==> src/rtl/systolic_operand_skewer.sv <==
// ---------------------------------------------------------------------------
// systolic_operand_skewer
//
// Upstream feeder for the systolic MAC array. Collects one tile of ARR_SIZE
// K-slices (a horizontal and a vertical operand vector per slice), then
// replays the tile as diagonally skewed wavefronts so that row i and column j
// of the array see their operands delayed by i and j cycles respectively.
// The array mode captured with the first beat is held stable for the tile.
//
// Ports
//   clk         in   rising-edge clock
//   rst         in   asynchronous active-low reset
//   flush       in   synchronous abort: back to IDLE, partial tile dropped
//   in_valid    in   slice beat valid
//   in_ready    out  beat accepted when in_valid & in_ready (combinational)
//   h_slice_in  in   BW*N, element i = row-i operand for this slice
//   v_slice_in  in   BW*N, element j = column-j operand for this slice
//   mode_in     in   tile mode, sampled with beat 0
//   out_valid   out  skewed wavefront valid (2N-1 consecutive cycles)
//   h_skew_out  out  BW*N, to the array's horizontal input
//   v_skew_out  out  BW*N, to the array's vertical input
//   mode_out    out  to the array's mode input
//   tile_done   out  one-cycle pulse after the last wavefront
// ---------------------------------------------------------------------------
module systolic_operand_skewer #(
    parameter int ARR_SIZE      = 4,
    parameter int HORIZONTAL_BW = 16
) (
    input  logic                              clk,
    input  logic                              rst,
    input  logic                              flush,
    input  logic                              in_valid,
    output logic                              in_ready,
    input  logic [HORIZONTAL_BW*ARR_SIZE-1:0] h_slice_in,
    input  logic [HORIZONTAL_BW*ARR_SIZE-1:0] v_slice_in,
    input  logic                              mode_in,
    output logic                              out_valid,
    output logic [HORIZONTAL_BW*ARR_SIZE-1:0] h_skew_out,
    output logic [HORIZONTAL_BW*ARR_SIZE-1:0] v_skew_out,
    output logic                              mode_out,
    output logic                              tile_done
);

    localparam int N      = ARR_SIZE;
    localparam int BW     = HORIZONTAL_BW;
    localparam int VW     = N * BW;
    localparam int CNT_W  = $clog2(N + 1);
    localparam int WAVE_W = $clog2(2 * N);
    localparam int IDX_W  = (N > 1) ? $clog2(N) : 1;

    localparam logic [CNT_W-1:0]  LAST_BEAT = CNT_W'(N - 1);
    localparam logic [WAVE_W-1:0] LAST_WAVE = WAVE_W'(2 * N - 2);

    typedef enum logic [1:0] {
        ST_IDLE   = 2'd0,
        ST_LOAD   = 2'd1,
        ST_STREAM = 2'd2
    } state_e;

    state_e            state_q, state_d;
    logic [CNT_W-1:0]  cnt_q, cnt_d;
    logic [WAVE_W-1:0] wave_q, wave_d;
    logic [VW-1:0]     buf_h_q [N];
    logic [VW-1:0]     buf_h_d [N];
    logic [VW-1:0]     buf_v_q [N];
    logic [VW-1:0]     buf_v_d [N];
    logic              out_valid_q, out_valid_d;
    logic [VW-1:0]     h_out_q, h_out_d;
    logic [VW-1:0]     v_out_q, v_out_d;
    logic              mode_q, mode_d;
    logic              done_q, done_d;

    logic              accept_s;
    logic [WAVE_W-1:0] wave_sel_s;
    logic [VW-1:0]     wave_h_s;
    logic [VW-1:0]     wave_v_s;

    assign in_ready   = ((state_q == ST_IDLE) || (state_q == ST_LOAD)) && !flush;
    assign accept_s   = in_valid && in_ready;

    assign out_valid  = out_valid_q;
    assign h_skew_out = h_out_q;
    assign v_skew_out = v_out_q;
    assign mode_out   = mode_q;
    assign tile_done  = done_q;

    // Index of the wavefront to register on the coming edge: t=0 when the
    // last beat lands, otherwise the successor of the one on the outputs.
    // Wave 0 only needs slot 0, which is already in the buffer by then.
    always_comb begin
        if (state_q == ST_LOAD) begin
            wave_sel_s = '0;
        end else begin
            wave_sel_s = wave_q + WAVE_W'(1);
        end
    end

    // Build wavefront t: element e comes from slice t-e when that slice exists.
    always_comb begin
        int k;
        wave_h_s = '0;
        wave_v_s = '0;
        k        = 0;
        for (int e = 0; e < N; e++) begin
            k = int'(wave_sel_s) - e;
            if ((k >= 0) && (k < N)) begin
                wave_h_s[e*BW +: BW] = buf_h_q[IDX_W'(k)][e*BW +: BW];
                wave_v_s[e*BW +: BW] = buf_v_q[IDX_W'(k)][e*BW +: BW];
            end else begin
                wave_h_s[e*BW +: BW] = {BW{1'b0}};
                wave_v_s[e*BW +: BW] = {BW{1'b0}};
            end
        end
    end

    // Next-state logic for the load/stream sequencer and its registered outputs.
    always_comb begin
        state_d     = state_q;
        cnt_d       = cnt_q;
        wave_d      = wave_q;
        buf_h_d     = buf_h_q;
        buf_v_d     = buf_v_q;
        out_valid_d = out_valid_q;
        h_out_d     = h_out_q;
        v_out_d     = v_out_q;
        mode_d      = mode_q;
        done_d      = 1'b0;

        if (flush) begin
            // Abort: the buffer contents become stale but are simply
            // overwritten by the next tile; the mode is kept on purpose.
            state_d     = ST_IDLE;
            cnt_d       = '0;
            wave_d      = '0;
            out_valid_d = 1'b0;
            h_out_d     = '0;
            v_out_d     = '0;
        end else begin
            case (state_q)
                ST_IDLE: begin
                    if (accept_s) begin
                        buf_h_d[0] = h_slice_in;
                        buf_v_d[0] = v_slice_in;
                        mode_d     = mode_in;
                        cnt_d      = CNT_W'(1);
                        state_d    = ST_LOAD;
                    end else begin
                        state_d = ST_IDLE;
                    end
                end
                ST_LOAD: begin
                    if (accept_s) begin
                        buf_h_d[IDX_W'(cnt_q)] = h_slice_in;
                        buf_v_d[IDX_W'(cnt_q)] = v_slice_in;
                        if (cnt_q == LAST_BEAT) begin
                            cnt_d       = '0;
                            wave_d      = '0;
                            state_d     = ST_STREAM;
                            out_valid_d = 1'b1;
                            h_out_d     = wave_h_s;
                            v_out_d     = wave_v_s;
                        end else begin
                            cnt_d = cnt_q + CNT_W'(1);
                        end
                    end else begin
                        state_d = ST_LOAD;
                    end
                end
                ST_STREAM: begin
                    if (wave_q == LAST_WAVE) begin
                        wave_d      = '0;
                        state_d     = ST_IDLE;
                        out_valid_d = 1'b0;
                        h_out_d     = '0;
                        v_out_d     = '0;
                        done_d      = 1'b1;
                    end else begin
                        wave_d  = wave_sel_s;
                        h_out_d = wave_h_s;
                        v_out_d = wave_v_s;
                    end
                end
                default: begin
                    state_d     = ST_IDLE;
                    cnt_d       = '0;
                    wave_d      = '0;
                    out_valid_d = 1'b0;
                    h_out_d     = '0;
                    v_out_d     = '0;
                end
            endcase
        end
    end

    // State, buffer and output registers; everything clears on reset.
    always_ff @(posedge clk or negedge rst) begin
        if (!rst) begin
            state_q     <= ST_IDLE;
            cnt_q       <= '0;
            wave_q      <= '0;
            out_valid_q <= 1'b0;
            h_out_q     <= '0;
            v_out_q     <= '0;
            mode_q      <= 1'b0;
            done_q      <= 1'b0;
            for (int s = 0; s < N; s++) begin
                buf_h_q[s] <= '0;
                buf_v_q[s] <= '0;
            end
        end else begin
            state_q     <= state_d;
            cnt_q       <= cnt_d;
            wave_q      <= wave_d;
            out_valid_q <= out_valid_d;
            h_out_q     <= h_out_d;
            v_out_q     <= v_out_d;
            mode_q      <= mode_d;
            done_q      <= done_d;
            for (int s = 0; s < N; s++) begin
                buf_h_q[s] <= buf_h_d[s];
                buf_v_q[s] <= buf_v_d[s];
            end
        end
    end

endmodule

==> config.mk <==
export PLATFORM = sky130hd
export DESIGN_NAME = systolic_operand_skewer
export DESIGN_NICKNAME = d
export VERILOG_FILES = /design/src/rtl/systolic_operand_skewer.sv
export SDC_FILE = /design/constraint.sdc
export NUM_CORES = 1
export LEC_CHECK = 0
export CORE_UTILIZATION = 56
export CTS_CLUSTER_DIAMETER = 100
export DETAILED_ROUTE_END_ITERATION = 10
export PLACE_DENSITY = 0.88
export SYNTH_ARGS = -nofsm -noshare
export SYNTH_HDL_FRONTEND = slang
export SYNTH_SLANG_ARGS = --single-unit
==> constraint.sdc <==
create_clock -name clk -period 3.2 [get_ports clk]
set_input_delay 0.64 -clock clk [delete_from_list [all_inputs] [get_ports clk]]
set_output_delay 0.64 -clock clk [all_outputs]
set_load 0.03 [all_outputs]
# [Yosys cells after proc, flatten, opt, wreduce, memory -nomap -nowiden]
# Index checks and enable logic that the tools add are counted.
[word_totals] ff_bits=651
[classes] add_sub_neg=5 order_cmp=14 eq_ne=13 muxes=77 n_bitwise=6 n_reduce_logical=18
[ops] cell="$bmux 64 s2" n=8
[ops] cell="$mux 64" n=15
[ops] cell="$bwmux 256" n=2
[ops] cell="$mux 256" n=2
[ops] cell="$pmux 64 s3" n=2
[ops] cell="$pmux 64 s2" n=2
[ops] cell="$mux 16" n=12
[ops] cell="$mux 48" n=4
[ops] cell="$demux 64 s2" n=1
[ops] cell="$mux 32" n=4
[ops] cell="$mux 3" n=9
[ops] cell="$pmux 3 s3" n=2
[ops] cell="$ge 2x3->1 const B" n=4
[ops] cell="$ge 4x1->1 const B" n=3
[ops] cell="$lt 4x4->1 const B" n=3
[ops] cell="$reduce_and 3->1" n=4
[ops] cell="$ne 3x3->1 const B" n=3
[ops] cell="$mux 1" n=8
[ops] cell="$mux 2" n=4
[ops] cell="$ne 2x2->1 const B" n=4
[ops] cell="$not 2->2" n=4
[ops] cell="$reduce_and 4->1" n=2
[ops] cell="$sub 3x2->4 const B" n=2
[ops] cell="$logic_and 1x1->1" n=7
[ops] cell="other kinds (21)" n=22

# [Longest topological paths before layout]
# Gate-level depths: netlist (run 1).
[logic_depth] ltp_word=12 ltp_mapped=13 mapped_depth_nobuf=9

# [Worst setup path before layout (run 1)]
# No wires, ideal clock.
[synth_path] kind="reg-to-reg" start="reg state_q[1]" end="reg h_out_q[48], in the netlist h_skew_out[48]" setup_ps=132 arrival_ps=2587 t_required_ps=3068 slack_ps=481 stages_incl_launch_ff=14 path_buffers=5 synth_period_minus_slack_ps=2719 cell_sequence="dfrtp_1 -> inv_1 -> ha_1 -> buf_6 -> or2_4 -> inv_4 -> buf_6 -> buf_12 -> ha_1 -> clkbuf_1 -> clkbuf_1 -> mux4_2 -> nand3_1 -> o2bb2ai_1"
[synth_between] elab_chain_len=12
[synth_lines] element="start, declared" line="60" rtl="state_e state_q, state_d;"
[synth_lines] element="start signal, assigned" line="211" rtl="state_q <= state_d;"
[synth_lines] element="$eq 2x1->1" line="78, 91, 139"
[synth_lines] element="$mux 3" line="91" rtl="if (state_q == ST_LOAD) begin"
[synth_lines] element="$sub 3x2->4" line="105" rtl="k = int'(wave_sel_s) - e;"
[synth_lines] element="$not 2->2 (not written as such)" line="107" rtl="wave_h_s[e*BW +: BW] = buf_h_q[IDX_W'(k)][e*BW +: BW];"
[synth_lines] element="$bmux 64 s2" line="107"
[synth_lines] element="$mux 64 (not written as such) (2 in a row)" line="107"
[synth_lines] element="$mux 16" line="106" rtl="if ((k >= 0) && (k < N)) begin"
[synth_lines] element="$mux 64" line="155" rtl="if (cnt_q == LAST_BEAT) begin"
[synth_lines] element="$mux 64" line="152" rtl="if (accept_s) begin"
[synth_lines] element="$pmux 64 s3" line="139" rtl="case (state_q)"
[synth_lines] element="$mux 64" line="129" rtl="if (flush) begin"
[synth_lines] element="end signal, assigned" line="215" rtl="h_out_q <= h_out_d;"
[synth_lines] element="end, declared" line="68" rtl="logic [VW-1:0] h_out_q, h_out_d;"
# Several ways; a longest one is shown, not always the timed one. The select of a mux whose other input is x is not followed.
# A chain may end at the register's enable or synchronous reset.

# [Worst setup path after layout (run 1)]
[layout_path] start="reg wave_q[0]" end="reg h_out_q[24], in the netlist h_skew_out[24]"
[layout_between] elab_chain_len=12
[layout_lines] element="start, declared" line="62" rtl="logic [WAVE_W-1:0] wave_q, wave_d;"
[layout_lines] element="start signal, assigned" line="213" rtl="wave_q <= wave_d;"
[layout_lines] element="$add 3x1->3" line="94" rtl="wave_sel_s = wave_q + WAVE_W'(1);"
[layout_lines] element="$mux 3" line="91"
[layout_lines] element="$sub 3x1->4" line="105"
[layout_lines] element="$not 2->2 (not written as such)" line="107"
[layout_lines] element="$bmux 64 s2" line="107"
[layout_lines] element="$mux 32 (not written as such) (2 in a row)" line="107"
[layout_lines] element="$mux 16" line="106"
[layout_lines] element="$mux 64" line="155"
[layout_lines] element="$mux 64" line="152"
[layout_lines] element="$pmux 64 s3 *" line="139"
[layout_lines] element="$mux 64 *" line="129"
# Every way passes the cells marked *; elsewhere a longest branch is shown, timed or not. The select of a mux whose other input is x is not followed.

==> results.toml, run 1 <==
[floorplan]
die_h_um = 229
start_util_pct = 57.2
rows = 82
ios = 265
die-width_um = 229
dieArea_um2 = 52600
core_area_um2 = 50600

[clock_tree]
cts_setup_buffers = 0
cts_tree = "built"
clkTransAtPathRegs_ns = 0.06
cts_num_sinks = 651
numCtsBuffers = 68
cts_root_buffer = "clkbuf_16"
clk_latency_ns = 0.60
max-clock-path-buffers = 3
cts_htree_levels = 3

[sta]
finalHoldViolations = 0
hold_slack_ns = 0.490
finalSetupTns_ns = 0
setup_violations = 0
fin_crit_sh_pct = 86.6
maxSlewViolCount = 0
clock_skew_ns = 0.0189
setup_ws_ns = 0.428
rsz0062_at_grt = "no"
relSlewSlack_pct = 63.9
worst_pin_slew_ns = 0.537
max_freq_mhz = 361
min_period_ns = 2.77

[setup_path]
crit_slowest_cell = "xnor2_1"
r2r_slack_ns = 0.43
slowest_delay_ns = 0.46
crit_buf_inv = 1
cp_max_fo = 32
setup.worst_path.class = "flop to flop"
worst_r2r_endpoint = "h_skew_out[24]"
cp_cell_sequence = "ha_1 -> xnor2_1 -> or2_2 -> ha_1 -> nor3b_1 -> o32a_2 -> buf_4 -> nand3_1 -> o2bb2ai_2"
crit_required_ns = 3.71
start_kind = "flop"
critPathCaptureType = "flop"
critPathTopFamily = "simple AND/OR/NAND/NOR gates"
r2r_cells = 9
reg2reg_from = "wave_q[0]"
startpoint = "wave_q[0]"
crit_top_cell = "ha_1"
critPathArrivalTime_ns = 3.28

[routing]
viasPerCell = 6.09
drc = 0
drtIter0Drc = 1247
drtPass1Iterations = 5
antenna_left = 0
vias = 18000
routed_wl_um = 71700
wl_per_cell_um = 24.2

[power_and_ir_drop]
power_density_nw_per_um2 = 674
power.total_mw = 23.6
power.leakage_nw = 16.6
ir_worst_vdd_mv = 0.439

[logic_synthesis]
synthXorXnorAreaFrac_pct = 0.0303
synth_cell_type_count = 47
ys_seq_area_share_pct = 56.3
netlist_area_um2 = 28900
ys.warnings.count = 0
syn_avg_cell_area_um2 = 14.7
synthCells = 1971
synthAdderAreaFrac_pct = 0.649
synth_edf_count = 0
synth_top_family_by_area = "multiplexers"
synthFlopType = "dfrtp_1"
synthSimpleGateAreaFrac_pct = 3.66
async_reset_ff_share_pct = 100
syn-num-nets = 2119
synth_compound_area_share_pct = 5.11
synth_seq_cells = 651
synthMuxAreaShare_pct = 29.5

[global_route]
grt_usage_pct = 28.1
grt_busiest_layer = "met2"
met1_usage_pct = 35.7
grt_util_met2_pct = 46.8
grt_overflow = 0
grt_max_degree = 93
grt_pass1_vias = 20400
grt_util_met3_pct = 6.54
antenna_found_initial = 10
grt_pass1_wl_um = 114000

[hold_path]
hold_class = "flop to flop"
hold_path_end = "h_skew_out[52]"
hold_path_depth = 1
hold_start = "h_skew_out[52]"

[placement]
preCtsSetupSlack_ns = 0.281
hpwl_um = 44500
io_buffer_count = 264
gp_congestion = 0.816

[finish]
syn_to_final_growth_pct = 20.9
nets = 2384
layout-drive-gt1-share_pct = 32.6
n_fill_cell = 3255

[flow_run]
drv_cap = 0

[outcome]
status = "finished clean"
metal layers:
metal | share of wire [%] | vias up | wire length, um
met5 | 0.091 | - | 65
met4 | 3.2 | 10 | 2320
met3 | 6.0 | 165 | 4310
met2 | 50 | 556 | 35900
met1 | 41 | 9673 | 29100
li1 | - | 7635 | -
registers in the layout, indices dropped and copies added, names as in the netlist:
name / count
buf_h_q: 256
h_skew_out: 64
state_q: 2
wave_q: 3
buf_v_q: 256
out_valid: 1
mode_out: 1
tile_done: 1
cnt_q: 3
v_skew_out: 64
placed cells by master (no fill, tap or decap), types with 5 or more instances in the layout:
| cell type | netlist | final |
|---|---|---|
| ha_1 | 15 | 14 |
| inv_1 | 135 | 135 |
| clkbuf_8 | 0 | 18 |
| dfrtp_1 | 651 | 651 |
| a22o_1 | 64 | 64 |
| diode_2 | 0 | 5 |
| clkbuf_16 | 0 | 71 |
| mux2i_1 | 130 | 130 |
| clkinv_2 | 0 | 8 |
| buf_4 | 2 | 34 |
| o2bb2ai_2 | 30 | 30 |
| nand2_1 | 134 | 133 |
| clkdlybuf4s50_1 | 0 | 262 |
| mux2_2 | 387 | 387 |
| mux4_2 | 128 | 128 |
| o2bb2ai_1 | 34 | 34 |
| nand3_1 | 69 | 66 |
| buf_12 | 7 | 38 |
| clkbuf_1 | 34 | 15 |
metrics by stage:
| step | std cells | area [um^2] | util (%) |
|---|---|---|---|
| after CTS | 2957 | 35000 | 69.1 |
| after global placement | 2837 | 32700 | 64.6 |
| after detailed placement | 2837 | 32700 | 64.6 |
| final | 2962 | 35000 | 69.1 |
| after floorplan | 1971 | 28900 | - |
| after global routing | 2962 | 35000 | 69.1 |
how the worst max path moves through the flow:
stage	end	slack [ns]	depth (start not counted)
after global routing	h_skew_out[19]	0.33	9
after detailed placement	v_skew_out[18]	0.28	7
after CTS	in_ready	0.03	6
after global placement	v_skew_out[16]	0.37	7
final	h_skew_out[24]	0.43	9
after floorplan	h_skew_out[48]	0.48	13
synthesized netlist by cell type, types with 4 or more instances:
library cell / number / area [um^2]
ha_1: 15 / 188
buf_1: 4 / 15.0
buf_6: 11 / 124
nand2_1: 134 / 503
mux2_2: 387 / 4360
o2bb2ai_1: 34 / 298
dfrtp_1: 651 / 16300
nor2_1: 5 / 18.8
clkbuf_1: 34 / 128
nand2b_1: 4 / 25.0
buf_12: 7 / 140
a22o_1: 64 / 561
mux2i_1: 130 / 1300
inv_1: 135 / 507
mux4_2: 128 / 2880
buf_2: 84 / 420
o2bb2ai_2: 30 / 450
nand3_1: 69 / 345
layout make-up:
class,instances,area (um^2),share of cell area [%]
Timing Repair Buffer,337,3680,10.5
Tap cell,672,841,2.40
Inverter,136,518,1.48
Sequential cell,651,16300,46.6
Antenna cell,5,12.5,0.0358
Multi-Input combinational cell,1042,11400,32.5
Clock inverter,15,184,0.526
Clock buffer,104,2080,5.95
what timing repair did:
action | CTS | global route
hold buffers | 1 | 0
gates resized for setup | 0 | 1
endpoints found under the setup margin | 0 | 1
endpoints found under the hold margin | 41 | 0
power by group:
| group | switching, mW | internal [mW] |
|---|---|---|
| Sequential | 0.858 | 9.85 |
| Combinational | 2.29 | 2.57 |
| Clock | 3.22 | 4.80 |
| Total | 6.37 | 17.2 |
cells by family after synthesis:
| group | Yosys count |
|---|---|
| buffers and inverters | 278 |
| AO/OA/AOI/OAI | 151 |
| multiplexers | 645 |
| flip-flops | 651 |
| adder cells (fa/ha/maj) | 15 |
| XOR/XNOR | 1 |
| AND/OR/NAND/NOR | 230 |
(Power assumes the default switching activity.)
==> run 2, diff against run 1 <==
--- a/config.mk
+++ b/config.mk
@@ -5,10 +5,12 @@
 export SDC_FILE = /design/constraint.sdc
 export NUM_CORES = 1
 export LEC_CHECK = 0
-export CORE_UTILIZATION = 56
+export CORE_UTILIZATION = 40
 export CTS_CLUSTER_DIAMETER = 100
 export DETAILED_ROUTE_END_ITERATION = 10
-export PLACE_DENSITY = 0.88
+export PLACE_DENSITY = 0.69
+export RECOVER_POWER = 100
+export SLEW_MARGIN = 10
 export SYNTH_ARGS = -nofsm -noshare
 export SYNTH_HDL_FRONTEND = slang
 export SYNTH_SLANG_ARGS = --single-unit
==> results.toml, run 2 (synthesized netlist as in run 1, its figures left out) <==
[power_and_ir_drop]
power_density_nw_per_um2 = 679
ir_worst_vdd_mv = 0.403
power.total_mw = 23.7
power.leakage_nw = 16.9

[placement]
io_buffer_count = 264
hpwl_um = 45100
gp_congestion = 0.791
preCtsSetupSlack_ns = 0.246

[setup_path]
crit_top_cell = "clkbuf_1"
critPathArrivalTime_ns = 3.52
crit_slowest_cell = "clkbuf_4"
slowest_delay_ns = 0.91
crit_required_ns = 3.68
cp_max_fo = 63
cp_cell_sequence = "dlygate4sd3_1 -> clkbuf_1 -> nor2b_1 -> clkbuf_1 -> nand3_1 -> clkbuf_4 -> mux2_2"
setup.worst_path.class = "input port to flop"
start_kind = "input port"
critPathCaptureType = "flop"

[sta]
relSlewSlack_pct = 1.45
worst_pin_slew_ns = 1.48
fin_crit_sh_pct = 95.1
finalSetupTns_ns = 0
min_period_ns = 3.04
hold_slack_ns = 0.479
max_freq_mhz = 329
finalHoldViolations = 0
setup_ws_ns = 0.157
setup_violations = 0
maxSlewViolCount = 0
clock_skew_ns = 0.0121
rsz0062_at_grt = "no"

[floorplan]
die-width_um = 271
core_area_um2 = 71500
start_util_pct = 40.5
dieArea_um2 = 73400
die_h_um = 271
ios = 265
rows = 98

[clock_tree]
cts_htree_levels = 3
clk_latency_ns = 0.60
clkTransAtPathRegs_ns = 0.06
cts_tree = "built"
numCtsBuffers = 71
cts_root_buffer = "clkbuf_16"
cts_setup_buffers = 0
cts_num_sinks = 651
max-clock-path-buffers = 3

[global_route]
grt_overflow = 0
grt_pass1_vias = 19700
grt_usage_pct = 20.6
antenna_found_initial = 7
grt_max_degree = 106
grt_pass1_wl_um = 117000

[finish]
final_util_pct = 48.9
layout-drive-gt1-share_pct = 31.4
syn_to_final_growth_pct = 20.8
nets = 2390
final_cell_mix = "dfrtp_1 (651), mux2_2 (387), inv_1 (135)"
reg.largest.list = "buf_h_q (256), buf_v_q (256)"
final_common_cell = "dfrtp_1"

[outcome]
status = "finished clean"

[routing]
vias = 17500
antenna_left = 0
routed_wl_um = 73300
drtIter0Drc = 841
viasPerCell = 5.39
drc = 0
wl_per_cell_um = 22.6
drtPass1Iterations = 4

[hold_path]
hold_class = "flop to flop"

[flow_run]
drv_cap = 0
[run 2: metal layers]
layer | GRT usage, % | share of wire [%] | up-vias
met2 | 34.3 | 49 | 366
li1 | - | - | 7645
met3 | 4.61 | 5.2 | 117
met1 | 26.6 | 43 | 9363
met5 | 0 | 0.079 | -
met4 | 6.36 | 2.3 | 10
[run 2: path summary, 6_finish.rpt]
check,start,to,slack (ns),cells after the start
max,flush,buf_v_q[162],0.16,7
min,v_skew_out[17],v_skew_out[17],0.48,1
max reg2reg,wave_q[0],v_skew_out[42],0.16,6
min reg2reg,v_skew_out[17],v_skew_out[17],0.48,1
max in group asynchronous,rst,buf_v_q[117],0.64,3
min in group asynchronous,rst,h_skew_out[38],0.87,2
[run 2: layout make-up]
class                   instances  area, um^2
fillers                      6095       36600
flip-flops and latches        651       16300
multi-input cells            1042       11200
repair buffers                340        3360
clock buffers                 105        2150
well taps                     950        1190
inverters                     136         518
clock inverters                21         229
diodes                          1        2.50
[run 2: report_power, final]
part	switching, mW	internal, mW
registers	0.812	9.85
clock network	3.33	4.98
logic	2.25	2.50
total	6.39	17.3
[run 2: worst max-delay path, delay by kind of cell]
kind	cells	cell delay [ns]
muxes	1	0.43
buffers and inverters	4	2.11
and+or+nand+nor	2	0.22
[run 2: repair_timing]
action                                 4_1_cts  5_1_grt
endpoints found under the hold margin       23        0
hold buffers                                 1        0
setup endpoints to repair                    0        1
resized for setup                            0        1
[run 2: metrics by stage]
stage          instance area [um^2]  instances
4_1_cts                       35400       3245
5_1_grt                       34900       3246
3_5_place_dp                  33000       3118
2_1_floorplan                 28900       1971
3_3_place_gp                  33000       3118
6_report                      34900       3246
==> run 3, diff against run 2 <==
--- a/config.mk
+++ b/config.mk
@@ -5,10 +5,13 @@
 export SDC_FILE = /design/constraint.sdc
 export NUM_CORES = 1
 export LEC_CHECK = 0
-export CORE_UTILIZATION = 40
+export ABC_AREA = 1
+export CELL_PAD_IN_SITES_DETAIL_PLACEMENT = 0
+export CELL_PAD_IN_SITES_GLOBAL_PLACEMENT = 2
+export CORE_UTILIZATION = 34
 export CTS_CLUSTER_DIAMETER = 100
 export DETAILED_ROUTE_END_ITERATION = 10
-export PLACE_DENSITY = 0.69
+export PLACE_DENSITY = 0.9
 export RECOVER_POWER = 100
 export SLEW_MARGIN = 10
 export SYNTH_ARGS = -nofsm -noshare
==> results.toml, run 3 <==
[floorplan]
core_area_um2 = 86800
die_h_um = 298
start_util_pct = 34.3
die-width_um = 298
rows = 108
ios = 265
dieArea_um2 = 88700

[power_and_ir_drop]
internal_power_mw = 17.2
power.leakage_nw = 18.7
ir_worst_vdd_mv = 0.543
combPwrFrac_pct = 25.9
p_clk_share_pct = 33.3
seqPwrFrac_pct = 40.8
power_density_nw_per_um2 = 726
sw_frac_of_total_pct = 34.3
power.total_mw = 26.2
power_switching_mw = 8.97

[setup_path]
setup.worst_path.class = "flop to primary output"
critPathCaptureType = "primary output"
crit_slowest_cell = "clkdlybuf4s50_1"
crit_top_cell = "nand2_2"
r2r_cells = 8
crit_required_ns = 2.56
start_kind = "flop"
r2r_slack_ns = 0.29
reg2reg_from = "state_q[1]"
slowest_delay_ns = 0.68
cp_cell_sequence = "inv_1 -> ha_1 -> nand2_2 -> nand2_2 -> clkdlybuf4s50_1"
cp_max_fo = 5
critPathArrivalTime_ns = 2.40
worst_r2r_endpoint = "buf_h_q[83]"

[logic_synthesis]
synth_top_area_share_pct = 54.7
netlist_area_um2 = 29800
syn-num-nets = 3995
async_reset_ff_share_pct = 100
synthFlopType = "dfrtp_1"
ys_seq_area_share_pct = 54.7
syn_avg_cell_area_um2 = 7.74
synthCells = 3847
ys_top_cells_by_area = "dfrtp_1 (55%), nand2_1 (17%), o21ai_0 (9.3%), nor2_1 (6.2%), nand3_1 (3.6%)"
synth_most_common_cell = "nand2_1"
synth_seq_cells = 651
synth_common_cells = "nand2_1 (1332), dfrtp_1 (651), o21ai_0 (556), nor2_1 (493), inv_1 (271)"
ys.warnings.count = 0
synth_cell_type_count = 24
yosysTopAreaCell = "dfrtp_1"
synth_edf_count = 0

[sta]
relSlewSlack_pct = -67.0
min_period_ns = 3.04
finalHoldViolations = 0
fin_crit_sh_pct = 95.0
hold_slack_ns = 0.470
maxSlewViolCount = 72
finalSetupTns_ns = 0
rsz0062_at_grt = "no"
setup_violations = 0
setup_ws_ns = 0.159
max_freq_mhz = 329
worst_pin_slew_ns = 2.51
clock_skew_ns = 0.0146

[global_route]
grt_overflow = 0
grt_max_degree = 133
grt_usage_pct = 20.1
grt_pass1_vias = 24600
antenna_found_initial = 3
grt_pass1_wl_um = 141000

[placement]
hpwl_um = 51900
place_area_um2 = 33900
gp_congestion = 0.772
preCtsSetupSlack_ns = 0.373
io_buffer_count = 264

[finish]
layout-drive-gt1-share_pct = 5.13
multi_input_area_um2 = 11300
fin_area_um2 = 36100
regArea_um2 = 16300
syn_to_final_growth_pct = 21.1
reg.largest.list = "buf_h_q (256), buf_v_q (256)"
final_cell_mix = "nand2_1 (1332), dfrtp_1 (651), o21ai_0 (564)"
n_fill_cell = 9081
nets = 4161
final_common_cell = "nand2_1"

[routing]
drc = 0
drtIter0Drc = 1659
vias = 24900
drtPass1Iterations = 7
routed_wl_um = 88300
antenna_left = 0
wl_per_cell_um = 16.9
viasPerCell = 4.76

[clock_tree]
cts_tree = "built"
cts_hold_buf = 0
numCtsBuffers = 77
max-clock-path-buffers = 3
cts_root_buffer = "clkbuf_16"
clk_latency_ns = 0.62
cts_num_sinks = 651
cts_htree_levels = 3
clkTransAtPathRegs_ns = 0.05
cts_setup_buffers = 0
post_cts_resized = 0

[hold_path]
hold_path_end = "v_skew_out[54]"
hold_path_depth = 2
hold_class = "flop to flop"
hold_start = "v_skew_out[54]"

[flow_run]
drv_cap = 1

[outcome]
status = "finished with violations"
violations = "capacitance limit, slew limit"
[run 3: cell count changes after synthesis, moves of 130 or more]
cell and delta:
inv_1 +136, nor2_1 +488, o21ai_0 +553, mux2i_1 -130
mux2_2 -386, nand2_1 +1198, nand3_1 +146
[run 3: per-layer routing]
metal	global-route usage, %	part of all wire (%)
met1	27.0	46
met2	33.8	47
met3	2.73	4.4
met4	5.63	2.1
met5	0	0.016
[run 3: power by group through the flow]
| stage | clock network [mW] | registers [mW] | logic, mW |
|---|---|---|---|
| 6_report | 8.72 | 10.7 | 6.77 |
| 5_1_grt | 9.28 | 10.9 | 7.77 |
| 4_1_cts | 8.98 | 10.7 | 7.01 |
| 3_5_place_dp | 0 | 10.8 | 6.98 |
| 3_3_place_gp | 0 | 10.8 | 6.90 |
| 2_1_floorplan | 0 | 10.7 | 4.65 |
[run 3: cells by family after synthesis]
group                      share of synthesized area, %
and+or+nand+nor                                    26.9
DFF                                                54.7
adders and majority gates                         0.631
buffers and inverters                              7.58
muxes                                            0.0378
AOI/OAI and AO/OA                                  10.2
[run 3: cell type report]
| class | count | area share (%) |
|---|---|---|
| timing repair buffer | 339 | 9.64 |
| inverter | 277 | 2.90 |
| clock buffer | 120 | 6.49 |
| tap | 1155 | 4.01 |
| multi-input combinational | 2667 | 31.3 |
| antenna | 1 | 0.00694 |
| sequential | 651 | 45.2 |
| clock inverter | 17 | 0.503 |
[run 3: worst max-delay path by stage]
stage	start	to	slack [ns]	depth (start not counted)
floorplan	state_q[1]	h_skew_out[60]	0.79	13
global placement	flush	in_ready	0.36	5
finish	state_q[1]	in_ready	0.16	5
CTS	state_q[1]	in_ready	0.08	5
detailed placement	flush	in_ready	0.37	5
global route	rst	buf_h_q[178]	0.04	2
[run 3: critical path: cells and delay by family, from the launching register on]
kind,cells,cell delay [ns]
buffers and inverters,2,0.80
DFF,1,0.38
adders and majority gates,1,0.37
and+or+nand+nor,2,0.24
[run 3: stage by stage]
step,util (%),cells
finish,41.6,5227
detailed placement,39.1,5089
floorplan,-,3847
global placement,39.1,5089
CTS,42.0,5226
global route,41.6,5226
